`src/rtl/hazard_ctrl_fsm_pkg.sv`:
```
// Shared definitions for the pipeline hazard controller: FSM state encodings and default field geometry.
package hazard_ctrl_fsm_pkg;

    localparam int WORD_SIZE  = 16;
    localparam int RS_LSB_DEF = 10;
    localparam int RT_LSB_DEF = 8;

    typedef enum logic [1:0] {
        HZ_RUN      = 2'd0,
        HZ_FLUSH    = 2'd1,
        HZ_MEM_WAIT = 2'd2
    } hz_state_e;

endpackage

```
`src/rtl/hazard_sat_counter.sv`:
```
// 16-bit saturating event counter (async active-high clear), only built with HAZARD_STATS_EN.
// Latency: count reflects en one cycle later; no backpressure, holds at all-ones once saturated.
`ifdef HAZARD_STATS_EN
module hazard_sat_counter #(
    parameter int W = 16
) (
    input  logic         clk,
    input  logic         reset,
    input  logic         en,
    output logic [W-1:0] count
);

    always_ff @(posedge clk or posedge reset) begin
        if (reset) begin
            count <= '0;
        end else if (en && (count != '1)) begin
            count <= count + W'(1);
        end
    end

endmodule
`endif

```
`src/rtl/hazard_ctrl_fsm.sv`:
```
// Pipeline hazard controller: load-use stall, mispredict IF flush window, data-memory freeze.
// Latency: Stall/Flush_IF/Freeze are Mealy, asserted in the same cycle as their cause.
// Backpressure: Freeze holds the whole pipe; HAZARD_STATS_EN adds saturating activity counters.
module hazard_ctrl_fsm
    import hazard_ctrl_fsm_pkg::*;
#(
    parameter int WORD_W       = WORD_SIZE,
    parameter int REG_ADDR_W   = 2,
    parameter int RS_LSB       = RS_LSB_DEF,
    parameter int RT_LSB       = RT_LSB_DEF,
    parameter int FLUSH_CYCLES = 1
) (
    input  logic                  clk,
    input  logic                  reset,
    input  logic [WORD_W-1:0]     inst_ID,
    input  logic                  valid_ID,
    input  logic [REG_ADDR_W-1:0] rt_EX,
    input  logic                  memRead_EX,
    input  logic                  resolve_EX,
    input  logic [WORD_W-1:0]     realPC,
    input  logic [WORD_W-1:0]     predPC,
    input  logic                  memReq_MEM,
    input  logic                  memReady,
    output logic                  Stall,
    output logic                  Flush_IF,
    output logic                  Freeze,
    output logic                  busy
`ifdef HAZARD_STATS_EN
    ,
    output logic [15:0]           stall_cnt,
    output logic [15:0]           flush_cnt,
    output logic [15:0]           freeze_cnt
`endif
);

    localparam int FCNT_W = $clog2(FLUSH_CYCLES) + 1;

    hz_state_e             state, ret_state, eff_state;
    logic [FCNT_W-1:0]     fcnt;
    logic [REG_ADDR_W-1:0] rs_id, rt_id;
    logic                  lu, mp, mw;
    logic                  stall_c, flush_c, freeze_c;
    logic                  unused_inst;

    assign rs_id       = inst_ID[RS_LSB +: REG_ADDR_W];
    assign rt_id       = inst_ID[RT_LSB +: REG_ADDR_W];
    assign unused_inst = ^inst_ID;

    assign lu = memRead_EX & valid_ID & ((rs_id == rt_EX) | (rt_id == rt_EX));
    assign mp = resolve_EX & valid_ID & (realPC != predPC);
    assign mw = memReq_MEM & ~memReady;

    // The memReady cycle of MEM_WAIT already runs the rules of the state being resumed.
    always_comb begin
        eff_state = state;
        if ((state == HZ_MEM_WAIT) && memReady) begin
            eff_state = ret_state;
        end
    end

    always_comb begin
        stall_c  = 1'b0;
        flush_c  = 1'b0;
        freeze_c = 1'b0;
        unique case (eff_state)
            HZ_MEM_WAIT: freeze_c = 1'b1;
            HZ_FLUSH: begin
                if (mw) freeze_c = 1'b1;
                else    flush_c  = 1'b1;
            end
            default: begin
                if (mw)      freeze_c = 1'b1;
                else if (mp) flush_c  = 1'b1;
                else if (lu) stall_c  = 1'b1;
            end
        endcase
    end

    always_ff @(posedge clk or posedge reset) begin
        if (reset) begin
            state     <= HZ_RUN;
            ret_state <= HZ_RUN;
            fcnt      <= '0;
        end else begin
            unique case (eff_state)
                HZ_MEM_WAIT: ;
                HZ_FLUSH: begin
                    if (mw) begin
                        state     <= HZ_MEM_WAIT;
                        ret_state <= HZ_FLUSH;
                    end else if (fcnt == '0) begin
                        state <= HZ_RUN;
                    end else begin
                        state <= HZ_FLUSH;
                        fcnt  <= fcnt - 1'b1;
                    end
                end
                default: begin
                    if (mw) begin
                        state     <= HZ_MEM_WAIT;
                        ret_state <= HZ_RUN;
                    end else if (mp && (FLUSH_CYCLES > 1)) begin
                        // First flush cycle is this one; FLUSH covers the remaining FLUSH_CYCLES-1.
                        state <= HZ_FLUSH;
                        fcnt  <= FCNT_W'(FLUSH_CYCLES - 2);
                    end else begin
                        state <= HZ_RUN;
                    end
                end
            endcase
        end
    end

    assign Stall    = stall_c  & ~reset;
    assign Flush_IF = flush_c  & ~reset;
    assign Freeze   = freeze_c & ~reset;
    assign busy     = (state != HZ_RUN) & ~reset;

`ifdef HAZARD_STATS_EN
    hazard_sat_counter #(.W(16)) u_stall_cnt (
        .clk(clk), .reset(reset), .en(Stall), .count(stall_cnt)
    );
    hazard_sat_counter #(.W(16)) u_flush_cnt (
        .clk(clk), .reset(reset), .en(Flush_IF), .count(flush_cnt)
    );
    hazard_sat_counter #(.W(16)) u_freeze_cnt (
        .clk(clk), .reset(reset), .en(Freeze), .count(freeze_cnt)
    );
`endif

endmodule
```
`config.mk`:
```
export PLATFORM = sky130hd
export DESIGN_NAME = hazard_ctrl_fsm
export DESIGN_NICKNAME = d
export VERILOG_FILES = /design/src/rtl/hazard_ctrl_fsm_pkg.sv /design/src/rtl/hazard_sat_counter.sv /design/src/rtl/hazard_ctrl_fsm.sv
export SDC_FILE = /design/constraint.sdc
export NUM_CORES = 1
export LEC_CHECK = 0
export ABC_AREA = 1
export CAP_MARGIN = 20
export CORE_MARGIN = 1.5
export CORE_UTILIZATION = 24
export DETAILED_ROUTE_END_ITERATION = 10
export HOLD_SLACK_MARGIN = 0.05
export PLACE_DENSITY_LB_ADDON = 0.15
export SLEW_MARGIN = 20
export SYNTH_ARGS = -nofsm -noshare
export SYNTH_HDL_FRONTEND = slang
export SYNTH_SLANG_ARGS = --single-unit
```
`constraint.sdc`:
```
create_clock -name clk -period 1.27 [get_ports clk]
set_input_delay 0.381 -clock clk [delete_from_list [all_inputs] [get_ports clk]]
set_output_delay 0.381 -clock clk [all_outputs]
set_load 0.005 [all_outputs]
```
; ---- Yosys cells after proc, flatten, opt, wreduce, memory -nomap -nowiden
; Cells that the tools add are included.
[word_totals]
output_inout_bits = 4
regBits = 5
[classes]
n_mux = 19
n_eq_ne = 6
n_reduce_logical = 5
n_bitwise = 14
n_addsub = 1
[ops]
columns = op, n
row1 = != test 16 bit, 1
row2 = 2-to-1 mux 1 bit, 11
row3 = 2-to-1 mux 2 bit, 5
row4 = bitwise AND 1 bit, 9
row5 = case mux 2 bit (2 select lines), 2
row6 = equality test 2 bit, 2
row7 = equality test 2 bit (second input constant), 2
row8 = NOT 1 bit, 4
row9 = AND reduction 2 bit, 2
row10 = equality test 2 x 1 -> 1 bit (second input constant), 1
row11 = case mux 1 bit (2 select lines), 1
row12 = nonzero test 2 bit, 1
row13 = OR reduction 2 bit, 1
row14 = logical AND 1 bit, 1
row15 = OR 1 bit, 1
row16 = subtractor 1 bit (second input constant), 1

; ---- Longest topological paths before layout
; Gate-level depths: netlist of run 1.
[depth]
depth_word = 8
ltp_mapped = 10

; ---- Least setup slack after synthesis of run 1
; OpenSTA, ideal clock, no wires.
[synth_timing]
kind = input-to-output
start = in predPC[14]
end = out Stall
cell_stages = 9
n_path_buf = 0
path_slack_ps = -73
arrival_ps = 962
cell_sequence = nor2_1 nor2_1 nor2_1 nand2_1 nor2_1 nand2_1 nand2_1 nand2_1 nor2_2
[synth_via]
elab_chain_len = 6
[synth_lines]
columns = item, line_no
row1 = "start, declared", hazard_ctrl_fsm.sv:21  ; input logic [WORD_W-1:0] predPC,
row2 = != test 16 bit, hazard_ctrl_fsm.sv:50  ; assign mp = resolve_EX & valid_ID & (realPC != predPC);
row3 = bitwise AND 1 bit, hazard_ctrl_fsm.sv:50
row4 = 2-to-1 mux 1 bit, hazard_ctrl_fsm.sv:73  ; else if (mp) flush_c = 1'b1;
row5 = 2-to-1 mux 1 bit, hazard_ctrl_fsm.sv:72  ; if (mw) freeze_c = 1'b1;
row6 = 2-to-1 mux 1 bit, hazard_ctrl_fsm.sv:65  ; unique case (eff_state)
row7 = bitwise AND 1 bit, hazard_ctrl_fsm.sv:114  ; assign Stall = stall_c & ~reset;
row8 = "end, declared", hazard_ctrl_fsm.sv:24  ; output logic Stall,
; No other way between the ends.

; ---- Final worst setup path of run 1
[layout_timing]
start = reg state[1]
end = out Stall
[layout_via]
elab_chain_len = 7
[layout_lines]
columns = item, line_no
row1 = "start, declared", hazard_ctrl_fsm.sv:38  ; hz_state_e state, ret_state, eff_state;
row2 = "start signal, assigned", hazard_ctrl_fsm.sv:81  ; state <= HZ_RUN;
row3 = "start signal, assigned", hazard_ctrl_fsm.sv:89  ; state <= HZ_MEM_WAIT;
row4 = "start signal, assigned", hazard_ctrl_fsm.sv:92  ; state <= HZ_RUN;
row5 = equality test 2 bit, hazard_ctrl_fsm.sv:56  ; if ((state == HZ_MEM_WAIT) && memReady) begin
row6 = logical AND 1 bit, hazard_ctrl_fsm.sv:56
row7 = 2-to-1 mux 2 bit *, hazard_ctrl_fsm.sv:56
row8 = equality test 2 x 1 -> 1 bit / equality test 2 bit (equally long branches), hazard_ctrl_fsm.sv:65
row9 = OR reduction 2 bit (no source line) *, n/a
row10 = 2-to-1 mux 1 bit *, hazard_ctrl_fsm.sv:65
row11 = bitwise AND 1 bit *, hazard_ctrl_fsm.sv:114
; Every way passes the cells marked *; elsewhere a longest branch is shown, timed or not.

==> results of run 1 <==
-- synth_stat cells, drive strengths merged --
master / instances / area [µm²]
a21oi: 1 / 5.00
nand4: 1 / 6.26
nand2: 47 / 176
nand3: 1 / 5.00
xnor2: 2 / 17.5
dfrtp: 2 / 50.1
nor2: 24 / 92.6
inv: 34 / 128
a31oi: 1 / 6.26
o21ai: 2 / 10.0
xor2: 2 / 17.5
-- placed cells by master, fill, tap and decap left out --
cell type	count
nand2_1	40
inv_1	24
buf_2	21
buf_6	17
nor2_1	16
inv_2	9
nor2_2	7
nand2_2	7
dlygate4sd2_1	7
buf_4	4
clkbuf_4	3
xor2_1	2
xnor2_1	2
clkbuf_2	2
dfrtp_1	2
inv_4	1
a31oi_1	1
o21ai_2	1
o21ai_1	1
nand4_1	1
nor2_4	1
nand3_1	1
a21oi_2	1
clkdlybuf4s15_1	1
dlymetal6s2s_1	1
clkdlybuf4s50_1	1
clkdlybuf4s15_2	1
-- worst paths after layout --
path | end | slack [ps] | depth (start not counted)
min in group clk | ret_state[0] | 430 | 3
max reg2reg | state[1] | 310 | 4
max | Stall | -370 | 6
min reg2reg | ret_state[0] | 490 | 2
max in group asynchronous | state[1] | 910 | 3
min | ret_state[0] | 240 | 3
-- area by class of cell --
cell class	instances	share of cell area, %
repair buffers	55	41.6
inverters	34	12.2
multi-input cells	81	36.2
flip-flops and latches	2	4.71
clock buffers	3	2.12
well taps	27	3.18
-- cell families after synthesis --
| kind of cell | Yosys count | share of synthesized area [%] |
|---|---|---|
| XOR/XNOR | 4 | 6.81 |
| AO/OA/AOI/OAI | 4 | 4.13 |
| buffers and inverters | 34 | 24.8 |
| flip-flops | 2 | 9.73 |
| AND/OR/NAND/NOR | 73 | 54.5 |
-- power by group --
group          internal, µW  switching (µW)  total, µW  leakage (µW)
Combinational           158             110        268      0.000648
Clock                   104            37.5        142     0.0000138
Sequential             66.4            1.87       68.3     0.0000265
Total                   329             150        478      0.000688
-- per-stage QoR --
step	util, %	TNS (ps)	instances	total power, µW	instance area (µm²)
floorplan	-	-75.5	117	158	514
global placement	53.8	-3690	197	339	1070
detailed placement	53.8	-3670	197	344	1070
CTS	49.8	-1020	202	451	987
global route	53.6	-1170	202	523	1060
finish	53.6	-913	202	478	1060
-- tightest hold or removal path, delay by kind of cell --
kind | cells | cell delay, ps
buffers and inverters | 3 | 410
-- repair_timing --
item,4_1_cts,5_1_grt
setup buffers,2,0
resized for setup,160,41
endpoints found under the setup margin,4,4
cloned,0,0
pin swaps,54,30
-- per-layer routing --
layer,share of wire (%),global-route usage [%],vias to the layer above,wire length [µm]
li1,-,-,443,-
met1,41,15.9,318,613
met2,52,22.3,26,787
met3,7.3,3.37,0,111
met4,0,1.43,0,0
met5,0,0,-,0
-- registers in the layout, indices dropped and copies added, names as in the netlist --
| register | count |
|---|---|
| state | 1 |
| ret_state | 1 |
==> summary.md, run 1 <==
| Metric | Value |
|---|---|
| Status | `finished with violations` |
| Failing checks | `setup timing` |
| Type of the worst min-delay path | `primary input to asynchronous set/reset pin` |
| Worst Path Max Fanout | `2` |
| CP max stage delay | `approximately 380 ps` |
| Final worst slack | `-367 ps` |
| Clock Sinks | `2` |
| # rows | `16` |
| Nets | `around 230` |
| Ys Warns | `0` |
| Slowest CP cell | `dfrtp_1` |
| CP arrival | `between 1000 and 1500 ps` |
| DRT Wirelength | `between 1.5 and 2 mm` |
| Fin. max-slew vios | `0` |
| Num CTS Buffers | `3` |
| Total die area | `about 2400 µm²` |
| Drt pass-1 iters | `4` |
| R2r startpoint | `state[1]` |
| Core Area | `just under 2000 µm²` |
| Peak Freq | `roughly 0.61 GHz` |
| VDD IR-drop max | `approximately 0.00053 V` |
| Routed vias | `between 700 and 800` |
| Detail Route Antenna Nets | `0` |
| Multi-input gate area | `a little under 400 µm²` |
| Crit-path cells | `o21ai_2, inv_1, nor2_2, nand4_1, nor2_2, buf_2` |
| Total GRT Usage | `about an eighth` |
| CTS root buffer | `clkbuf_4` |
| Synthesized flop and latch total | `2` |
| CTS tree | `yes` |
| Crit path top cell by count | `nor2_2` |
| Final period util | `129%` |
| Lkg Pwr | `0.000688 µW` |
| Gp weighted congestion | `0.633` |
| Max_cap viols | `0` |
| Synthesized area | `approximately 510 µm²` |
| GR Overflow Total | `0` |
| Clk_skew | `approximately 7.2 ps` |
| Unrepaired setup endpoints after global routing | `yes` |
| Die span in x | `between 40 and 50 µm` |
| Post-Synthesis Cells | `117` |
| N_diodes | `0` |
| Port bufs | `between 40 and 50` |
| Largest net degree at the start of global routing | `4` |
| Sequential-to-total area share from yosys stat | `9.73%` |
| Crit. End Element | `primary output` |
| Min cycle time layout | `between 1500 and 2000 ps` |
| Worst slew pin tran | `between 100 and 150 ps` |
| Final number of hold-violating endpoints | `0` |
| PD cells | `approximately 450 nW/µm²` |
| FILL cells | `roughly 210` |
| CTS clk-pin slew, worst paths | `30 ps` |
| Die Ht | `slightly below 50 µm` |
| # setup viols final | `4` |
| Storage cell area | `50.0 µm²` |
| Cts hold-fix bufs | `0` |
| H-tree levels | `1` |
| Critical path buffers and inverters | `2` |
| Worst-Skew Late Latency | `~230 ps` |
| IO Pins | `approximately 60` |
| Setup CP Type | `register to primary output` |
| Area Growth Syn to Fin | `107%` |
| Top delay family on crit path | `flip-flops` |
| Share of layout cells above drive strength 1 | `42.9%` |
| Crit path launch | `state[1]` |
| CP required | `~890 ps` |
| Number of distinct library cells after synthesis | `13` |
| Initial Util | `between 20% and 30%` |
| Drt wl/cell | `~7.5 µm` |
| DRT iter0 DRCs | `7` |
| Fin Hold WS | `239 ps` |
| Vias in the first global route | `696` |
| Vias per inst | `3.90` |
| Dpl ws | `-1150 ps` |
| Mean post-synth cell area | `~4.4 µm²` |
| Max_slew headroom | `90.9%` |
| First-pass GRT wire length | `between 2 and 3 mm` |
| Drt drc | `0` |
| Clk buf depth | `2` |
| Crit start category | `register` |
| DP Wirelength | `around 1.2 mm` |
| Antenna violations before repair | `0` |
| Post-Syn Nets | `roughly 170` |
(Power assumes the default switching activity.)
==> run 2: changes to the inputs <==
--- a/config.mk
+++ b/config.mk
@@ -9,6 +9,8 @@
 export CAP_MARGIN = 20
 export CORE_MARGIN = 1.5
 export CORE_UTILIZATION = 24
+export CTS_CLUSTER_DIAMETER = 120
+export CTS_CLUSTER_SIZE = 14
 export DETAILED_ROUTE_END_ITERATION = 10
 export HOLD_SLACK_MARGIN = 0.05
 export PLACE_DENSITY_LB_ADDON = 0.15
==> results of run 2 <==
Same layout as run 1: the final DEF is identical, and so are final timing and power.
==> run 3: changes to the inputs <==
--- a/config.mk
+++ b/config.mk
@@ -7,7 +7,7 @@
 export LEC_CHECK = 0
 export ABC_AREA = 1
 export CAP_MARGIN = 20
-export CORE_MARGIN = 1.5
+export CORE_MARGIN = 3
 export CORE_UTILIZATION = 24
 export CTS_CLUSTER_DIAMETER = 120
 export CTS_CLUSTER_SIZE = 14
==> run 3 against run 2 <==
  * The flow still finishes with violations (setup timing)
  * Register-to-register slack got worse by 620 ps
  * Clock power is 6% lower
  * Via count grew 3.8%
==> summary.md, run 3 (synthesis gave the netlist of run 1 again) <==
| Metric | Value |
|---|---|
| Crit start category | `primary input` |
| Die span in x | `52.3 µm` |
| Slowest CP cell | `dlygate4sd2_1` |
| Biggest regs | `ret_state x1, state x1` |
| First-pass GRT wire length | `roughly 2.6 mm` |
| Worst-Skew Late Latency | `approximately 220 ps` |
| Setup CP Type | `primary input to primary output` |
| Initial Util | `approximately a quarter` |
| DRT iter0 DRCs | `6` |
| Unrepaired setup endpoints after global routing | `yes` |
| Max_cap viols | `0` |
| Port bufs | `48` |
| CTS root buffer | `clkbuf_4` |
| Cts hold-fix bufs | `0` |
| Area Growth Syn to Fin | `112%` |
| CTS clk-pin slew, worst paths | `30 ps` |
| Clk buf depth | `2` |
| Failing checks | `setup timing` |
| Worst Path Max Fanout | `2` |
| Min cycle time layout | `roughly 1600 ps` |
| CP max stage delay | `~260 ps` |
| GR Overflow Total | `0` |
| DRT Wirelength | `between 1.5 and 2 mm` |
| Nets | `~240` |
| Detail Route Antenna Nets | `0` |
| Peak Freq | `0.608 GHz` |
| Gp weighted congestion | `between 0.6 and 0.7` |
| CP arrival | `approximately 1300 ps` |
| Dpl ws | `-1210 ps` |
| Routed vias | `between 800 and 900` |
| IO Pins | `between 60 and 70` |
| Placed insts | `around 200` |
| CTS tree | `yes` |
| Num CTS Buffers | `3` |
| Drt drc | `0` |
| Drt wl/cell | `8.47 µm` |
| Vias per inst | `slightly below 4` |
| Top delay family on crit path | `buffers and inverters` |
| VDD IR-drop max | `~0.00046 V` |
| H-tree levels | `1` |
| Final number of hold-violating endpoints | `0` |
| Total die area | `2730 µm²` |
| Type of the worst min-delay path | `primary input to asynchronous set/reset pin` |
| Clk_skew | `between 1.5 and 2 ps` |
| Antenna violations before repair | `0` |
| Core Area | `between 2000 and 2500 µm²` |
| Fin Setup TNS | `-1170 ps` |
| Largest net degree at the start of global routing | `4` |
| # setup viols final | `5` |
| # rows | `16` |
| Most frequent cells in the layout | `nand2_1 (40), buf_2 (28), inv_1 (25)` |
| Status | `finished with violations` |
| Vias in the first global route | `a little over 700` |
| Final period util | `130%` |
| Die Ht | `52.3 µm` |
| Most common cell after layout, fill and taps aside | `nand2_1` |
| Fin. max-slew vios | `0` |
| N_diodes | `0` |
| Tot Pwr | `491 µW` |
| CP required | `just under 900 ps` |
| Lkg Pwr | `0.000714 µW` |
| PD cells | `approximately 450 nW/µm²` |
| Share of layout cells above drive strength 1 | `between 40% and 50%` |
| Clock Sinks | `2` |
| Crit. End Element | `primary output` |
| Final worst slack | `-376 ps` |
| Max_slew headroom | `89.5%` |
| Drt pass-1 iters | `3` |
| FILL cells | `215` |
| DP Wirelength | `~1.4 mm` |
| Worst slew pin tran | `157 ps` |
| Critical path buffers and inverters | `2` |
| Total GRT Usage | `12.5%` |
| Crit-path cells | `dlygate4sd2_1, xor2_1, o21ai_1, nand4_1, nor2_2, buf_2` |
| Layout Cells excl Fill | `around 210` |
-- run 3: cell count changes in the layout (fill, tap and decap cells not counted) --
cell | previous run | this run
clkbuf_2 | 2 | 0
clkdlybuf4s15_2 | 1 | 0
clkdlybuf4s15_1 | 1 | 0
buf_8 | 0 | 1
inv_1 | 24 | 25
inv_4 | 1 | 2
nor2_2 | 7 | 6
buf_2 | 21 | 28
buf_6 | 17 | 18
nor2_1 | 16 | 17
inv_2 | 9 | 7
-- run 3: layer usage --
layer  share of wire [%]  GRT usage [%]  wire length [µm]
met2                  59           25.6              1040
met3                 5.8           2.28               102
met1                  35           12.2               608
met5                   0              0                 0
met4                   0           3.83                 0
-- run 3: report_power, final --
| group | internal [µW] | total (µW) | switching (µW) | leakage (µW) |
|---|---|---|---|---|
| combinational | 171 | 288 | 118 | 0.000673 |
| clock | 104 | 134 | 30.7 | 0.0000138 |
| sequential | 66.5 | 68.4 | 1.97 | 0.0000265 |
| total | 341 | 491 | 150 | 0.000714 |
-- run 3: final timing paths --
| path | from | to | slack (ps) | depth (start not counted) |
|---|---|---|---|---|
| worst min register to register | ret_state[0] | ret_state[0] | 490 | 2 |
| worst min-delay path | reset | state[1] | 180 | 3 |
| worst max register to register | state[1] | state[1] | -310 | 10 |
| worst max-delay path | rt_EX[0] | Stall | -380 | 6 |
| max in group asynchronous | reset | ret_state[0] | 980 | 3 |
| min in group clk | memReq_MEM | ret_state[0] | 400 | 2 |
-- run 3: cell type report --
class | instances | area [µm²] | area share, %
timing repair buffer | 60 | 472 | 43.2
multi-input combinational | 81 | 382 | 34.9
inverter | 34 | 133 | 12.1
sequential | 2 | 50.0 | 4.58
tap | 27 | 33.8 | 3.09
clock buffer | 3 | 22.5 | 2.06
-- run 3: worst min-delay path: stages --
cell,delay [ps]
buf_2,120
buf_4,140
inv_1,80
-- run 3: metrics by stage --
stage          utilization, %  instance area, µm²  hold WS [ps]
2_1_floorplan               -                 514           122
3_5_place_dp             52.9                1060           488
6_report                 54.6                1090           180
5_1_grt                  54.6                1090           181
4_1_cts                  50.2                1010           237
3_3_place_gp             52.9                1060           485
-- run 3: timing repair --
action	in CTS	in global routing
gates resized for setup	176	36
pin swaps	55	33
setup buffers	8	2
endpoints found under the setup margin	4	5
==> variant (config.mk and constraints of run 3) <==
The package constant `WORD_SIZE` goes from 16 to 64.
--- a/src/rtl/hazard_ctrl_fsm_pkg.sv
+++ b/src/rtl/hazard_ctrl_fsm_pkg.sv
@@ -3,3 +3,3 @@
 
-    localparam int WORD_SIZE  = 16;
+    localparam int WORD_SIZE  = 64;
     localparam int RS_LSB_DEF = 10;
Interface: changed (resized inst_ID, predPC and realPC); port bits go from 61 to 205. No check against the original RTL was run, so the function may have changed too.
==> variant against run 3 <==
  * Area after synthesis grew to 2.9 times the old value
  * Count of clock-buffer cells in the layout did not move
  * The flow still finishes with violations (negative setup slack)
  * Power increased by 120%
  * Synthesized cell count increased to 3.1 times the old value
  * Highest routed layer is now met4
  * Sequential power up 9.6%
  * Cell count grew to 2.9 times the old value
  * Sequential cell count unchanged
  * Hold slack better by 120 ps
  * Wire length rose to 2.9 times the old value
  * Critical path type is now flip-flop to output pin
  * Final area grew to 2.8 times the old value
  * Setup slack got worse by 300 ps
==> variant: results <==
metrics = {
    "floorplan": {
        "fp.coreArea_sq_um": 5960,
    },
    "detailed_routing": {
        "met1_length_um": 2130,
        "wl_met3_um": 456,
        "avgRoutedWirePerCell_um": 8.54,
        "dr.pass1.iters": 4,
        "highest_metal_used": "met4",
        "met2_length_um": 2420,
        "detailedRoute.firstIterationViolations": 16,
        "detailroute.via_count": 2324,
    },
    "status": {
        "violations_in_the_final_reports": "negative setup slack",
        "outcome": "complete, but fails checks",
    },
    "critical_path": {
        "critical_path.reg2reg.endpoint": "ret_state[0]",
        "timing.critical_path.fanout_max": 3,
        "arrival_ps": 1560,
        "ff2ff_setup_slack_ps": -70,
        "cpMaxStageDelayCell": "dfrtp_1",
        "timing.rr.start": "ret_state[0]",
        "timing.critical_path.slowest_cell_delay_ps": 360,
    },
    "finish": {
        "reg_top3": "ret_state (1), state (1)",
        "layout.filler_cells": 670,
        "layout.nets": 722,
        "drive_above_1_share_pct": 18.2,
    },
    "synthesis": {
        "yosys_warning_total": 0,
        "synth_fp_nets": 561,
        "synth-async-reset-ratio_pct": 100,
        "ys_top_cells_by_area": "nand2_1 37%, inv_1 24%, nor2_1 22%",
        "seq_area_frac_synth_pct": 3.35,
        "netlist_top_cells_count": "147 x nand2_1, 97 x inv_1, 86 x nor2_1, 14 x xor2_1, 3 x a21oi_1",
    },
    "power": {
        "leakagePower_uw": 0.00192,
        "ir_worst_vdd_v": 0.000194,
    },
    "timing": {
        "finalClockSkew_ps": 1.53,
        "final_critical_path_setup_slack_ps": -675,
        "relative_max_transition_margin_pct": 84.4,
        "setup_viol_count_final": 5,
        "setup_total_negative_slack_ps": -1910,
    },
    "grt": {
        "grtUsageTotal_pct": 13.1,
        "grt_pass1_vias": 2058,
        "grt_pass1_wl_um": 7980,
    },
    "clock_tree": {
        "root_buffer": "clkbuf_8",
        "tritoncts.num_buffers": 3,
    },
    "place": {
        "port-buffer-count": 144,
        "routabilityCongestion": 0.768,
        "place_hpwl_um": 4520,
    },
}
-- variant: cell count changes after synthesis, moves of 2 or more --
cell     change
xor2_1      +12
nor2_1      +63
nand2_1    +100
inv_1       +63
ha_1         +2
a21oi_1      +2
xnor2_1      -2
-- variant: repair_timing --
item | CTS | global route
pin swaps | 148 | 12
resized for setup | 355 | 6
setup endpoints to repair | 6 | 6
buffers inserted | 6 | 1
-- variant: where the power goes --
| group | internal, uW | switching [uW] | leakage [uW] |
|---|---|---|---|
| registers | 71.7 | 3.27 | 0.0000247 |
| logic | 428 | 315 | 0.00187 |
| clock network | 200 | 48.1 | 0.0000216 |
| total | 700 | 366 | 0.00192 |
-- variant: through the flow --
stage / worst slack (ps) / hold slack [ps] / instances / total power [uW] / instance area, sq um
floorplan: -220 / 122 / 358 / 369 / 1530
detailed placement: -1360 / 573 / 584 / 922 / 3120
finish: -675 / 301 / 592 / 1070 / 3030
global placement: -1350 / 544 / 584 / 902 / 3120
CTS: -683 / 294 / 592 / 1080 / 3020
global route: -777 / 310 / 592 / 1190 / 3030
-- variant: area by class of cell --
type	count	share of cell area [%]
inverter	97	12.2
multi-input combinational	259	38.6
tap	75	3.10
timing repair buffer	156	43.1
clock buffer	3	1.36
sequential	2	1.65
-- variant: critical path: cells and delay by family (launching register included) --
family	cells	cell delay (ps)
buffers and inverters	3	340
AND/OR/NAND/NOR	3	290
adder cells (fa/ha/maj)	1	260
AO/OA/AOI/OAI	1	100
flip-flops	1	360
-- variant: logic make-up after synthesis --
group	share of synthesized area, %
xor gates and xnor gates	8.21
adders and majority gates	1.68
buffers and inverters	24.4
and+or+nand+nor	59.7
DFF	3.35
AOI/OAI and AO/OA	2.68
-- variant: worst max-delay path by stage --
stage,cells past startpoint,endpoint,start
floorplan,6,Stall,memReady
global placement,12,Stall,realPC[39]
detailed placement,12,Stall,predPC[39]
CTS,8,Stall,state[1]
global route,12,Flush_IF,realPC[16]
finish,8,Stall,state[1]
-- variant: layer usage --
| metal | vias up | track usage [%] |
|---|---|---|
| met5 | - | 0 |
| met4 | 0 | 3.45 |
| met3 | 4 | 2.23 |
| met2 | 94 | 24.6 |
| met1 | 913 | 15.3 |
| li1 | 1313 | - |
